### src/rtl/mac_issue_arbiter.sv
// Issue arbiter for the shared MAC/QUANTIFY datapath. It keeps FC groups atomic,
// bounds CNN starvation and tracks in-flight beats so the core can drain cleanly.
module mac_issue_arbiter #(
    parameter int FC_BEATS      = 3,
    parameter int MAX_FC_GROUPS = 4,
    parameter int PIPE_LAT      = 3
) (
    input  logic       clk,
    input  logic       rst,
    input  logic       fc_req,
    input  logic       cnn_req,
    input  logic       drain,
    output logic       fc_grant,
    output logic       cnn_grant,
    output logic [1:0] beat_idx,
    output logic       fc_group_done,
    output logic       in_flight,
    output logic       idle
);
    localparam int              RW        = $clog2(MAX_FC_GROUPS + 1);
    localparam logic [1:0]      LAST_BEAT = 2'(FC_BEATS - 1);
    localparam logic [RW-1:0]   RUN_MAX   = RW'(MAX_FC_GROUPS);

    typedef enum logic {
        S_IDLE  = 1'b0,
        S_GROUP = 1'b1
    } state_e;

    state_e              state_q, state_d;
    logic [1:0]          beat_cnt_q, beat_cnt_d;
    logic [RW-1:0]       fc_run_q, fc_run_d;
    logic [PIPE_LAT-1:0] pipe_sr_q, pipe_sr_d;
    logic                fc_group_done_q, fc_group_done_d;
    logic                idle_q, idle_d;
    logic                any_grant;
    logic                last_beat;

    // NOTE: sequential state uses non-blocking assignments so every flop samples pre-edge values.
    always_ff @(posedge clk) begin
        if (rst) begin
            state_q         <= S_IDLE;
            beat_cnt_q      <= '0;
            fc_run_q        <= '0;
            pipe_sr_q       <= '0;
            fc_group_done_q <= 1'b0;
            idle_q          <= 1'b1;
        end else begin
            state_q         <= state_d;
            beat_cnt_q      <= beat_cnt_d;
            fc_run_q        <= fc_run_d;
            pipe_sr_q       <= pipe_sr_d;
            fc_group_done_q <= fc_group_done_d;
            idle_q          <= idle_d;
        end
    end

    // Grants are combinational so the datapath mux sees them alongside the beat data.
    always_comb begin
        // NOTE: every output gets a default first so no path through the block infers a latch.
        fc_grant  = 1'b0;
        cnn_grant = 1'b0;
        beat_idx  = 2'd0;
        if (!rst) begin
            case (state_q)
                S_IDLE: begin
                    if (!drain) begin
                        if (fc_req && !(fc_run_q == RUN_MAX && cnn_req)) begin
                            fc_grant = 1'b1;
                        end else if (cnn_req) begin
                            cnn_grant = 1'b1;
                        end
                    end
                end
                S_GROUP: begin
                    beat_idx = beat_cnt_q;
                    if (fc_req) begin
                        fc_grant = 1'b1;
                    end else if (cnn_req && !drain) begin
                        cnn_grant = 1'b1;
                    end
                end
                default: ;
            endcase
        end
    end

    assign any_grant = fc_grant | cnn_grant;
    assign last_beat = fc_grant && (beat_idx == LAST_BEAT);

    always_comb begin
        state_d    = state_q;
        beat_cnt_d = beat_cnt_q;
        fc_run_d   = fc_run_q;
        if (fc_grant) begin
            if (last_beat) begin
                state_d    = S_IDLE;
                beat_cnt_d = 2'd0;
                if (fc_run_q != RUN_MAX) begin
                    fc_run_d = fc_run_q + RW'(1);
                end
            end else begin
                state_d    = S_GROUP;
                beat_cnt_d = beat_idx + 2'd1;
            end
        end else if (cnn_grant && state_q == S_IDLE) begin
            // CNN fill beats inside a group leave the FC run count alone.
            fc_run_d = '0;
        end
        fc_group_done_d = last_beat;
        pipe_sr_d       = {pipe_sr_q[PIPE_LAT-2:0], any_grant};
        idle_d          = (state_q == S_IDLE) && !any_grant && !(|pipe_sr_d);
    end

    assign in_flight     = |pipe_sr_q;
    assign fc_group_done = fc_group_done_q;
    assign idle          = idle_q;
endmodule
### config.mk
export PLATFORM = sky130hd
export DESIGN_NAME = mac_issue_arbiter
export DESIGN_NICKNAME = d
export VERILOG_FILES = /design/src/rtl/mac_issue_arbiter.sv
export SDC_FILE = /design/constraint.sdc
export NUM_CORES = 1
export LEC_CHECK = 0
export CAP_MARGIN = 5
export CORE_MARGIN = 2
export CORE_UTILIZATION = 45
export CTS_BUF_LIST = sky130_fd_sc_hd__clkbuf_8
export CTS_CLUSTER_SIZE = 14
export DETAILED_ROUTE_END_ITERATION = 12
export PLACE_DENSITY = 0.78
export SLEW_MARGIN = 20
export SYNTH_ARGS = -nofsm -noshare
export SYNTH_HDL_FRONTEND = slang
export SYNTH_SLANG_ARGS = --single-unit
### constraint.sdc
create_clock -name clk -period 1.7 [get_ports clk]
set_input_delay 0.255 -clock clk [delete_from_list [all_inputs] [get_ports clk]]
set_output_delay 0.255 -clock clk [all_outputs]
set_load 0.1 [all_outputs]
=== Word-level counts from Yosys, hierarchy flattened ===
Cells that the tools add are included.

* Flip-flop bits (word level): 11
* Input bits: 5
* Output and inout port bits: 7
* Word-level logic and storage cells: 50

* Add/subtract/negate cells: 2
* Eq/ne operators: 5
* Muxes and demuxes: 20
* Bitwise logic cells: 2
* Reductions and logical operators: 15

{| class="wikitable"
|+ Operators with widths
! operator !! number
|-
| $mux 3 || 4
|-
| $mux 1 || 11
|-
| $logic_and 1x1->1 || 7
|-
| $mux 2 || 3
|-
| $reduce_or 3->1 || 2
|-
| $logic_not 1->1 || 4
|-
| $ne 2x1->1 const B || 2
|-
| $pmux 1 s2 || 2
|-
| $add 3x1->3 const B || 1
|-
| $eq 3x3->1 const B || 1
|-
| $ne 3x3->1 const B || 1
|-
| $reduce_and 3->1 || 1
|-
| $add 2x1->2 const B || 1
|-
| $eq 2x2->1 const B || 1
|-
| $reduce_bool 2->1 || 1
|-
| $not 1->1 || 1
|-
| $or 1x1->1 || 1
|}

=== Logic depth before layout (Yosys ltp) ===
* Depth after elaboration: 12
* Depth in mapped cells: 7
* Mapped depth without buffers: 7

=== Least setup slack after synthesis ===
No wires, ideal clock.

* Kind: register to register
* Start point: reg fc_run_q[0]
* End point: reg idle_q, in the netlist idle
* Setup time: 122 ps
* Data arrival time: 3147 ps
* Data required time: 1578 ps
* Slack: -1569 ps
* Cell stages (with the launch flop): 7
* Path buffers: 0
* Period minus slack after synthesis: 3269 ps
* Cells stage by stage: dfxtp_1 > inv_1 > ha_1 > nand3b_1 > a2111oi_2 > or2_4 > o41ai_2

* Longest elaborated chain between the ends: 12
* Elaborated cells between the ends (all ways): 18
* Classes of those cells: eq/ne: 1; mux: 8; bitwise: 1; reduce/logical: 8

{| class="wikitable"
|+ Ends and longest elaborated chain
! element !! line !! source
|-
| start: declaration || 31 || <nowiki>logic [RW-1:0] fc_run_q, fc_run_d;</nowiki>
|-
| start signal: assignment || 50 || <nowiki>fc_run_q <= fc_run_d;</nowiki>
|-
| $eq 3x3->1 * || 67 || <nowiki>if (fc_req && !(fc_run_q == RUN_MAX && cnn_req)) begin</nowiki>
|-
| $logic_and 1x1->1 * || 67 ||
|-
| $logic_not 1->1 * || 67 ||
|-
| $logic_and 1x1->1 * || 67 ||
|-
| $mux 1 * || 67 ||
|-
| $mux 1 * || 66 || <nowiki>if (!drain) begin</nowiki>
|-
| $pmux 1 s2 * || 64 || <nowiki>case (state_q)</nowiki>
|-
| $mux 1 * || 63 || <nowiki>if (!rst) begin</nowiki>
|-
| via cnn_grant || 14 || <nowiki>output logic cnn_grant,</nowiki>
|-
| $or 1x1->1 * || 87 || <nowiki>assign any_grant = fc_grant | cnn_grant;</nowiki>
|-
| $reduce_or 3->1 / $logic_not 1->1 (equally long branches) || 111 || <nowiki>idle_d = (state_q == S_IDLE) && !any_grant && !(|pipe_sr_d);</nowiki>
|-
| $logic_not 1->1 / $logic_and 1x1->1 (equally long branches) || 111 ||
|-
| $logic_and 1x1->1 * || 111 ||
|-
| end signal: assignment || 53 || <nowiki>idle_q <= idle_d;</nowiki>
|-
| end: declaration || 34 || <nowiki>logic idle_q, idle_d;</nowiki>
|}

Mark *: on every way through the listed nets, which the timed path passes. The rest lies on a longest branch.
A chain may end at the register's enable or synchronous reset.

=== Worst setup path after layout ===
* Start point: in fc_req
* End point: out cnn_grant

* Longest elaborated chain between the ends: 5
* Elaborated cells between the ends (all ways): 6
* Classes of those cells: mux: 5; reduce/logical: 1

{| class="wikitable"
|+ Ends and longest elaborated chain
! element !! line !! source
|-
| start: declaration || 10 || <nowiki>input logic fc_req,</nowiki>
|-
| $logic_and 1x1->1 || 67 ||
|-
| $mux 1 || 67 ||
|-
| $mux 1 || 66 ||
|-
| $pmux 1 s2 * || 64 ||
|-
| $mux 1 * || 63 ||
|-
| end: declaration || 14 ||
|}

Mark *: on every way between the ends. The rest lies on a longest branch, timed or not.

==> impl_metrics.tcl <==
set metrics [dict create \
    root_buffer "clkbuf_8" \
    antenna_cells 0 \
    drv_slew 0 \
    cts_tree "built" \
    place.gp.congestion 0.790 \
    die_area_um2 1730 \
    start_util_pct 48.2 \
    cts_made_buffers 3 \
    status "complete, but fails checks" \
    dp_hpwl_um 1080 \
    nFillCells 76 \
    hold_start "fc_run_q[1]" \
    clkSlewWorstSetupHoldPaths_ps 50 \
    clk_latency_ps 240 \
    met2_usage_pct 29.4 \
    num_vias 554 \
    worstSetupStartpointType "primary input" \
    p_leak_nw 0.431 \
    rsz0062_at_grt "true" \
    grt_max_degree 11 \
    pin_count 12 \
    grt_pass1_wl_um 2570 \
    reg2reg_from "fc_run_q[0]" \
    yosysUniqueCellTypes 33 \
    final_util_pct 77.9 \
    cts.hold.buffers_added 0 \
    multi_input_area_um2 407 \
    cp_max_fo 3 \
    fin_ws_ps -44.7 \
    endpoint_kind "output port" \
    setup_violations 1 \
    gr-total-overflow 0 \
    synth_area_leader_cell "dfxtp_1" \
    vdd_drop_max_uv 403 \
    rows 13 \
    finalCritPeriodShare_pct 103 \
    drive_gt1_share_pct 53.8 \
    grt_util_met3_pct 6.52 \
    postSynthAreaPerCell_um2 10.3 \
    period_needed_ps 1740 \
    hold_end "fc_run_q[1]" \
    worst_clock_skew_ps 3.16 \
    synth_edf_count 0 \
    worst_hold_path.num_cells 2 \
    antenna_found_initial 0 \
    grt_pass1_vias 555 \
    cts_htree_levels 1 \
    vias_per_cell 5.23 \
    top_usage_layer "met2" \
    track_usage_pct 20.0 \
    postLayoutCellArea_um2 1030 \
    r2r-end "fc_run_q[0]" \
    ys_ff_latch 11 \
    slew_headroom_pct 77.0 \
    io_buffer_count 11 \
    cp_slowest_cell "clkdlybuf4s50_1" \
    maxCapViolations 0 \
    total_power_mw 0.728 \
    placed_area_um2 903 \
    p_per_area_nw_per_um2 710 \
    synthFlopType "dfxtp_1" \
    die_w_um 41.6 \
    holdWs_ps 479 \
    max_stage_delay_ps 440 \
    async_flop_share_pct 0 \
    yosys.area.top_type_share_pct 34.6 \
    use_met1_pct 26.1 \
    ys_seq_area_share_pct 34.6 \
    worst_pin_slew_ps 345 \
    drcViolationCount 0 \
    mostFrequentLayoutCells "buf_4 (15), nand2_1 (7), dfxtp_1 (7), buf_12 (7)" \
    clock_sinks 11 \
    drt-wirelength-per-cell_um 13.3 \
    syn_to_final_growth_pct 61.4 \
    synth_area_leaders "dfxtp_1 (35%), nand2_1 (4.1%), ha_1 (3.9%)" \
    die_h_um 41.6 \
    drt_iter0_drc 9 \
    yosysWarnings 0 \
    critical_path_class "in -> out" \
    crit_chain "clkdlybuf4s50_1 > buf_4 > a2111oi_4 > buf_12" \
    syn_nets 69 \
    syn_area_um2 636 \
    ff2ff_setup_slack_ps 80 \
    cp_data_arrival_time_ps 1490 \
    cts_buffer_depth 2 \
    routed_wirelength_um 1420 \
    reg2regPathDepth 7 \
    seqCellArea_um2 225 \
    nets 99 \
    ant_nets 0 \
    worst_ep_required_time_ps 1440 \
    hold_violations 0 \
    layout_commonest_cell "buf_4" \
    violations "setup timing" \
    fp.coreArea_um2 1320 \
    hold_path.class "reg -> reg" \
    synthCells 62 \
    place_ws_ps -190 \
    first_pass_iters 4 \
    fmax_mhz 573 \
]
[cell families (layout without fill, tap and decap cells)]
family	after synthesis	in the layout	synth area share (%)
mux	3	3	5.51
fa+ha+maj	2	2	3.94
flops	11	11	34.6
simple gates	27	27	29.9
buf+inv	8	37	6.50
compound gates	11	11	19.5
[Yosys cell counts, types with 2 or more instances]
cell type	n
nor2_1	3
nand2_1	7
a21oi_1	2
inv_1	4
or3_1	3
inv_2	2
mux2i_1	2
dfxtp_1	11
nor2b_1	3
ha_1	2
[through the flow]
step	TNS, ps	std cells
finish	-44.7	106
global route	-167	106
floorplan	-1770	62
global placement	-357	94
CTS	-108	103
detailed placement	-714	94
[worst max path at each step]
stage	from	slack, ps	depth (start not counted)	end
CTS	fc_run_q[0]	-110	5	cnn_grant
global route	fc_run_q[1]	-100	5	cnn_grant
global placement	rst	-130	5	fc_run_q[0]
detailed placement	rst	-190	5	fc_run_q[0]
finish	fc_req	-40	4	cnn_grant
floorplan	fc_run_q[1]	-590	6	idle
[layout make-up]
class	count	share of cell area (%)
clock buffers	3	4.02
clock inverters	1	0.488
inverters	6	2.44
multi-input cells	43	39.6
flip-flops and latches	11	22.0
well taps	15	1.83
repair buffers	27	29.6
[per-layer routing]
metal  wire (um)  up-vias
met5           0        -
met3          48        5
met2         667       12
li1            -      275
met1         667      262
met4          33        0
[sequential cells by signal, indices dropped and copies added (netlist names)]
| signal | cells |
|---|---|
| beat_cnt_q | 2 |
| fc_group_done | 1 |
| fc_run_q | 3 |
| idle | 1 |
| pipe_sr_q | 3 |
| state_q | 1 |
[power breakdown]
group / switching [mW] / total, mW / internal, mW
registers: 0.0111 / 0.280 / 0.269
clock network: 0.0996 / 0.261 / 0.161
logic: 0.103 / 0.188 / 0.0851
[worst max-delay path: cells and delay by family]
kind | cells | cell delay (ps)
AO/OA/AOI/OAI | 1 | 410
buffers and inverters | 3 | 820
[repair_timing]
item / 4_1_cts / 5_1_grt
cloned: 0 / 0
setup buffers: 5 / 3
pin swaps: 2 / 5
endpoints found under the hold margin: 0 / 0
resized for setup: 2 / 3
endpoints found under the setup margin: 2 / 6
No activity file was read; power rests on OpenSTA's default activity.
